## src/rtl/wb_fetch_master.sv

```systemverilog
// Pipelined Wishbone burst-read master: issues sequential word reads and streams the
// returned data through a FIFO whose depth also bounds the number of requests in flight.
module wb_fetch_master #(
    parameter int unsigned DEPTH     = 4,
    parameter int unsigned ADDR_STEP = 1
) (
    input  logic        clk,
    input  logic        reset,
    input  logic        i_start,
    input  logic [31:0] i_base_addr,
    input  logic [15:0] i_count,
    output logic        o_busy,
    output logic        o_done,
    output logic        o_err,
    output logic        o_wb_cyc,
    output logic        o_wb_stb,
    output logic        o_wb_we,
    output logic [31:0] o_wb_addr,
    output logic [31:0] o_wb_data,
    input  logic        i_wb_ack,
    input  logic        i_wb_stall,
    input  logic        i_wb_err,
    input  logic [31:0] i_wb_data,
    output logic        o_valid,
    output logic [31:0] o_data,
    input  logic        i_ready
);
    localparam int unsigned PW       = $clog2(DEPTH);
    localparam int unsigned CW       = PW + 1;
    localparam logic [CW:0] Limit    = (CW + 1)'(DEPTH);
    localparam logic [31:0] AddrStep = 32'(ADDR_STEP);

    typedef enum logic [1:0] {StIdle, StIssue, StDrain} state_t;

    state_t        state_q, state_d;
    logic          busy_q, busy_d;
    logic          done_q, done_d;
    logic          err_q, err_d;
    logic          cyc_q, cyc_d;
    logic          stb_q, stb_d;
    logic [31:0]   addr_q, addr_d;
    logic [15:0]   rem_q, rem_d;
    logic [CW-1:0] out_q, out_d;

    logic [31:0]   mem_q [DEPTH];
    logic [PW-1:0] wptr_q, wptr_d;
    logic [PW-1:0] rptr_q, rptr_d;
    logic [CW-1:0] fcnt_q, fcnt_d;

    logic          accept;
    logic          resp_live;
    logic          ack_cnt;
    logic          err_cnt;
    logic          push;
    logic          pop;
    logic [CW:0]   occ;

    // Responses only count while the cycle is open and something is actually in flight.
    assign accept    = stb_q & ~i_wb_stall;
    assign resp_live = cyc_q & (out_q != '0);
    assign ack_cnt   = resp_live & i_wb_ack & ~i_wb_err;
    assign err_cnt   = resp_live & i_wb_err;
    assign push      = ack_cnt;
    assign pop       = o_valid & i_ready;

    always_comb begin
        fcnt_d = fcnt_q + CW'(push) - CW'(pop);
        wptr_d = wptr_q + PW'(push);
        rptr_d = rptr_q + PW'(pop);
    end

    always_comb begin
        state_d = state_q;
        busy_d  = busy_q;
        done_d  = 1'b0;
        err_d   = err_q;
        cyc_d   = cyc_q;
        stb_d   = stb_q;
        addr_d  = addr_q;
        rem_d   = rem_q;
        out_d   = out_q;
        occ     = '0;
        unique case (state_q)
            StIdle: begin
                if (i_start) begin
                    err_d = 1'b0;
                    if (i_count == '0) begin
                        done_d = 1'b1;
                    end else begin
                        state_d = StIssue;
                        busy_d  = 1'b1;
                        cyc_d   = 1'b1;
                        // Leftover words from a previous burst may still fill the FIFO.
                        stb_d   = {1'b0, fcnt_d} < Limit;
                        addr_d  = i_base_addr;
                        rem_d   = i_count;
                    end
                end
            end
            StIssue, StDrain: begin
                if (err_cnt) begin
                    state_d = StIdle;
                    busy_d  = 1'b0;
                    done_d  = 1'b1;
                    err_d   = 1'b1;
                    cyc_d   = 1'b0;
                    stb_d   = 1'b0;
                    rem_d   = '0;
                    out_d   = '0;
                end else begin
                    out_d = out_q + CW'(accept) - CW'(ack_cnt);
                    if (accept) begin
                        addr_d = addr_q + AddrStep;
                        rem_d  = rem_q - 16'd1;
                    end
                    // Every in-flight request must have a guaranteed FIFO slot for its ack.
                    occ = {1'b0, out_d} + {1'b0, fcnt_d};
                    if (rem_d == '0 && out_d == '0) begin
                        state_d = StIdle;
                        busy_d  = 1'b0;
                        done_d  = 1'b1;
                        cyc_d   = 1'b0;
                        stb_d   = 1'b0;
                    end else if (rem_d == '0) begin
                        state_d = StDrain;
                        stb_d   = 1'b0;
                    end else begin
                        stb_d = occ < Limit;
                    end
                end
            end
            default: begin
                state_d = StIdle;
            end
        endcase
    end

    always_ff @(posedge clk or posedge reset) begin
        if (reset) begin
            state_q <= StIdle;
            busy_q  <= 1'b0;
            done_q  <= 1'b0;
            err_q   <= 1'b0;
            cyc_q   <= 1'b0;
            stb_q   <= 1'b0;
            addr_q  <= '0;
            rem_q   <= '0;
            out_q   <= '0;
            wptr_q  <= '0;
            rptr_q  <= '0;
            fcnt_q  <= '0;
            for (int i = 0; i < int'(DEPTH); i++) begin
                mem_q[i] <= '0;
            end
        end else begin
            state_q <= state_d;
            busy_q  <= busy_d;
            done_q  <= done_d;
            err_q   <= err_d;
            cyc_q   <= cyc_d;
            stb_q   <= stb_d;
            addr_q  <= addr_d;
            rem_q   <= rem_d;
            out_q   <= out_d;
            wptr_q  <= wptr_d;
            rptr_q  <= rptr_d;
            fcnt_q  <= fcnt_d;
            if (push) begin
                mem_q[wptr_q] <= i_wb_data;
            end
        end
    end

    assign o_busy    = busy_q;
    assign o_done    = done_q;
    assign o_err     = err_q;
    assign o_wb_cyc  = cyc_q;
    assign o_wb_stb  = stb_q;
    assign o_wb_we   = 1'b0;
    assign o_wb_addr = addr_q;
    assign o_wb_data = '0;
    assign o_valid   = fcnt_q != '0;
    assign o_data    = o_valid ? mem_q[rptr_q] : '0;

    a_no_overflow: assert property (@(posedge clk) disable iff (reset)
        push |-> ((fcnt_q != CW'(DEPTH)) || pop));
    a_no_stb_in_drain: assert property (@(posedge clk) disable iff (reset)
        (state_q == StDrain) |-> !stb_q);
endmodule

```

## config.mk

```make
export PLATFORM = sky130hd
export DESIGN_NAME = wb_fetch_master
export DESIGN_NICKNAME = d
export VERILOG_FILES = /design/src/rtl/wb_fetch_master.sv
export SDC_FILE = /design/constraint.sdc
export NUM_CORES = 1
export LEC_CHECK = 0
export ABC_AREA = 1
export CELL_PAD_IN_SITES_DETAIL_PLACEMENT = 1
export CELL_PAD_IN_SITES_GLOBAL_PLACEMENT = 1
export CORE_UTILIZATION = 35
export DETAILED_ROUTE_END_ITERATION = 8
export GPL_TIMING_DRIVEN = 0
export PLACE_DENSITY_LB_ADDON = 0.1
export SYNTH_ARGS = -nofsm -noshare
export SYNTH_HDL_FRONTEND = slang
export SYNTH_SLANG_ARGS = --single-unit
```

## constraint.sdc

```tcl
create_clock -name clk -period 7.6 [get_ports clk]
set_clock_uncertainty 0.15 [all_clocks]
set_input_delay 2.28 -clock clk [delete_from_list [all_inputs] [get_ports clk]]
set_output_delay 2.28 -clock clk [all_outputs]
set_load 0.05 [all_outputs]
```

---- Word-level counts from Yosys, hierarchy flattened ----
Index checks and enable logic that the tools add are counted.
word-level totals
  register bits ........................... 192
  word-level logic and storage cells ...... 108
operators by class
  eq/ne operators ......................... 9
  $lt $le $gt $ge ......................... 5
  add/sub/neg operators ................... 9
  muxes and demuxes ....................... 45
  bitwise operators ....................... 10
  reduce and logical (&&, ||, !) cells .... 15
operators with widths
  kind                   count
  $mux 32                8
  $bwmux 128             1
  $mux 16                6
  $bmux 32 s2            1
  $demux 32 s2           1
  $pmux 32 s2            1
  $add 32x1->32 const B  1
  $logic_not 16->1       2
  $pmux 16 s2            1
  $sub 16x1->16 const B  1
  $mux 1                 15
  $mux 2                 5
  $ne 2x2->1 const B     5
  $reduce_and 3->1       3
  $pmux 1 s2             4
  $add 3x1->3            2
  $and 1x1->1            6
  $ge 3x3->1 const B     2
  $not 2->3              2
  $reduce_bool 3->1      2
  $sub 3x1->3            2
  $reduce_and 5->1       1
  $add 2x1->2            2
  $add 3x3->4            1
  other kinds (16)       18

---- Longest topological paths before layout ----
  word-level depth ........................ 12
  depth in mapped cells ................... 16
  depth with buffers taken out ............ 16

---- Worst setup path before layout ----
No wires, ideal clock.
  kind .................................... input-to-reg
  start point ............................. input port i_wb_ack
  end point ............................... register stb_q, in the netlist o_wb_stb
  setup slack ............................. 3.069 ns
  library setup time ...................... 0.078 ns
  required time ........................... 7.372 ns
  stages .................................. 12
  arrival ................................. 4.304 ns
  path buffers ............................ 0
  cells stage by stage .................... inv_1 nor3_4 inv_2 ha_1 inv_1 ha_1 fa_1 xor2_1 ha_1 nor3_1 nand4_1 a21boi_1
on the way
  word-level cells in the longest chain between the ends .. 10
ends and longest elaborated chain
  element                      RTL line  source
  start: declaration           20        input logic i_wb_ack,
  $and 1x1->1 * (2 in series)  61        assign ack_cnt = resp_live & i_wb_ack & ~i_wb_err;
  $add 3x1->3 *                67        fcnt_d = fcnt_q + CW'(push) - CW'(pop);
  $sub 3x1->3 *                67
  net fcnt_d[2]                48        logic [CW-1:0] fcnt_q, fcnt_d;
  $add 3x3->4                  117       occ = {1'b0, out_d} + {1'b0, fcnt_d};
  $lt 4x3->1                   128       stb_d = occ < Limit;
  $mux 1                       124       end else if (rem_d == '0) begin
  $mux 1                       118       if (rem_d == '0 && out_d == '0) begin
  $mux 1                       101       if (err_cnt) begin
  $pmux 1 s2 *                 83        unique case (state_q)
  end signal: assignment       161       stb_q <= stb_d;
  end: declaration             40        logic stb_q, stb_d;
The timed path passes the listed nets; every way through them passes the cells marked *. The select of a mux whose other input is x is not followed.
A chain may end at the register's enable or synchronous reset.

---- Final worst setup path ----
  start point ............................. register rptr_q[0]
  end point ............................... output port o_data[30]
on the way
  word-level cells in the longest chain between the ends .. 5
ends and longest elaborated chain
  element                                      RTL line  source
  start: declaration                           47        logic [PW-1:0] rptr_q, rptr_d;
  start signal: assignment                     166       rptr_q <= rptr_d;
  $not 2->3 (not written as such)              183       assign o_data = o_valid ? mem_q[rptr_q] : '0;
  $bmux 32 s2                                  183
  $mux 32 (not written as such) (2 in series)  183
  $mux 32                                      183
  end: declaration                             25        output logic [31:0] o_data,
No other way between the ends. The select of a mux whose other input is x is not followed.

==> metrics.txt <==
CTS clock-pin slew for the worst setup and hold paths=0.07 ns; TritonCTS clock tree=done; WL met2=approximately 17 mm; period utilization=78.2%; fin util=around 45%; vias per inst=4.95; Remaining Overflow, GRT=0; main combinational cell family by area after synthesis=simple AND/OR/NAND/NOR gates; top cells by area, synth=dfrtp_1 (46%), nand2_1 (11%), o21ai_0 (8.9%), inv_1 (5.8%), nor2_1 (4.7%); slew of the pin with the lowest slew margin=1.09 ns; drt first pass iters=5; wl on met1=16.0 mm; remaining antenna violation count=0; Final Setup Violations=0; Synth Warn #=0; most instantiated cells after synthesis=nand2_1 (302), dfrtp_1 (192), o21ai_0 (187), inv_1 (162), nor2_1 (132); WL final=34.2 mm; ANT cells=0; uppermost layer routed=met5; simple-gate share of the synthesized area=22.1%; xor/xnor cell area share of the yosys netlist=under 10%; Seq/Total Area, Yosys=45.7%; full die area=30700 um^2; clk buf depth=2; most common cell in the netlist=nand2_1; Sink Count=roughly 190; antenna violations before repair=1; GPL Wtd Cong=0.849; CP most frequent cell=clkbuf_1; Slew headroom=26.5%; Die H=between 150 and 200 um; GRT Total Usage=23.0%; crit path cell chain=clkbuf_1 > clkbuf_1 > clkbuf_1 > o211ai_1 > a21oi_1 > clkdlybuf4s50_1; Final Hold Fails=0; first-pass GRT wire length=55.3 mm; ys flop type=dfrtp_1; crit path capture type=output port; DR iter-0 viols=491; share of cells above drive strength 1=7.63%; Sw Share=about half; Vias=9838; synthesis-stage register bit count=192; number of synthesized flops with an enable pin=0; # hold bufs at CTS=0; NumNets Final=1686; Max Slew Vio Count=0; worst stage delay on the critical path=0.87 ns; clock network fraction of total power=14.7%; post-synth top area cell=dfrtp_1; wire length on met3=964 um; worst skew pair latency=0.44 ns; Distinct cells, synth=48; critical path peak fanout=10; P_sw=0.00339 W; Synth Area in Adders=1.81%; total CTS buffers=17; Lkg Pwr=6.21 nW; Seq pwr share=27.7%; Pint=~0.0033 W; Worst Path Required=between 5 and 6 ns; Comb power frac=57.5%; Ports=190; Final min period=5.94 ns; row cnt=63; setup tns final=0 ns; Core Area=about 30000 um^2; mux share of post-synthesis cell area=0%; total setup buffers inserted after CTS=0; power per cell area=500 nW/um^2; Hold Crit Class=reg2reg; async set-or-reset flop fraction in the synthesized netlist=between 90% and 100%; number of port buffers=156; Max Cap Viol=0; Worst Setup Path Type=reg2out; Min Hold Slack=0.325 ns; status=completed; Yosys top cell area share=45.7%; Critical Path Start Type=flop; RSZ-0062 raised after global routing=false; worst vdd ir=0.224 mV; CTS root buf=clkbuf_16; Slowest-stage cell, CP=clkdlybuf4s50_1; H-tree depth=4; Synth Area in Compound Gates=17.5%; synthesized area=between 10000 and 15000 um^2; # DRC=0; Mapped Cells=1373; Avg Cell Area, Syn=7.66 um^2; chip width=175 um; vias in the first global route=between 10000 and 15000; f_max=168 MHz; largest net degree at the start of global routing=39; WL per Instance=17.2 um; HPWL Detailed=25.5 mm; crit path DAT=between 3 and 4 ns; area grow syn2layout=27.6%; PostCTS Resize Cnt=0; worst reg2reg path depth=12; Initial Util=35.5%; Hold Path Stages=1
worst paths after layout:
kind	slack, ns	end	from
min in group asynchronous	2.20	rem_q[12]$_DFFE_PP0P_	reset
max reg2reg	3.41	o_wb_stb$_DFFE_PP0P_	fcnt_q[1]$_DFF_PP0_
min reg2reg	0.32	wptr_q[0]$_DFF_PP0_	wptr_q[0]$_DFF_PP0_
min	0.32	wptr_q[0]$_DFF_PP0_	wptr_q[0]$_DFF_PP0_
max	1.66	o_data[30]	rptr_q[0]$_DFF_PP0_
max in group asynchronous	4.01	mem_q[73]$_DFFE_PP0P_	reset
cells in the final DEF (no fill, tap or decap), types with 6 or more instances in the layout:
master and n:
clkdlybuf4s50_1 156, buf_1 6, inv_2 6, nor2_1 132, ha_1 12, o21ai_0 187, o21ai_1 10, dfrtp_1 192
clkbuf_1 44, nor2_2 10, clkinvlp_4 6, buf_2 17, nand3_1 56, buf_4 35, nand2_1 302, o22ai_1 13
xor2_1 18, o221ai_1 8, conb_1 33, inv_1 161, nand4_1 15, nor3_1 16, o211ai_1 39, a21oi_1 45
clkbuf_16 17
metal layers:
metal,vias up,GRT usage (%)
li1,4822,-
met1,4842,30.4
met2,148,39.8
met3,24,3.42
met4,2,4.67
met5,-,0
cell type report:
class | count | area [um^2]
buffer | 103 | 554
clock buffer | 18 | 429
clock inverter | 14 | 204
fill | 3685 | 16200
inverter | 169 | 638
multi-input combinational | 941 | 4640
sequential | 192 | 4800
tap | 390 | 488
timing repair buffer | 161 | 1660
flip-flops by register name (all words and copies together) (netlist names), 2 cells and up:
signal     flops
rptr_q         2
fcnt_q         3
o_wb_addr     32
rem_q         16
wptr_q         2
out_q          3
mem_q        128
state_q        2
worst max-delay path: cells and delay by family (launching register included):
| family | cells | cell delay, ns |
|---|---|---|
| buffers and inverters | 4 | 2.26 |
| DFF | 1 | 0.35 |
| AOI/OAI and AO/OA | 2 | 0.46 |
logic make-up after synthesis:
logic type / count (synthesis)
buffers and inverters: 272
adder cells (fa/ha/maj): 14
AO/OA/AOI/OAI: 325
XOR/XNOR: 19
other: 1
AND/OR/NAND/NOR: 550
flip-flops: 192
metrics by stage:
stage	setup WS (ns)	area, um^2	cells	power [W]
2_1_floorplan	2.69	10600	1405	0.00446
3_3_place_gp	0.800	12700	1951	0.00567
3_5_place_dp	2.21	12800	1956	0.00576
4_1_cts	1.71	13400	1988	0.00678
5_1_grt	1.53	13400	1988	0.00720
6_report	1.66	13400	1988	0.00671
power by group through the flow:
stage,sequential [W],clock (W),combinational (W)
floorplan,0.00211,0,0.00235
global placement,0.00186,0,0.00381
detailed placement,0.00187,0,0.00389
CTS,0.00186,0.00101,0.00391
global route,0.00193,0.00105,0.00422
finish,0.00186,0.000989,0.00386
No activity file was read; power rests on OpenSTA's default activity.
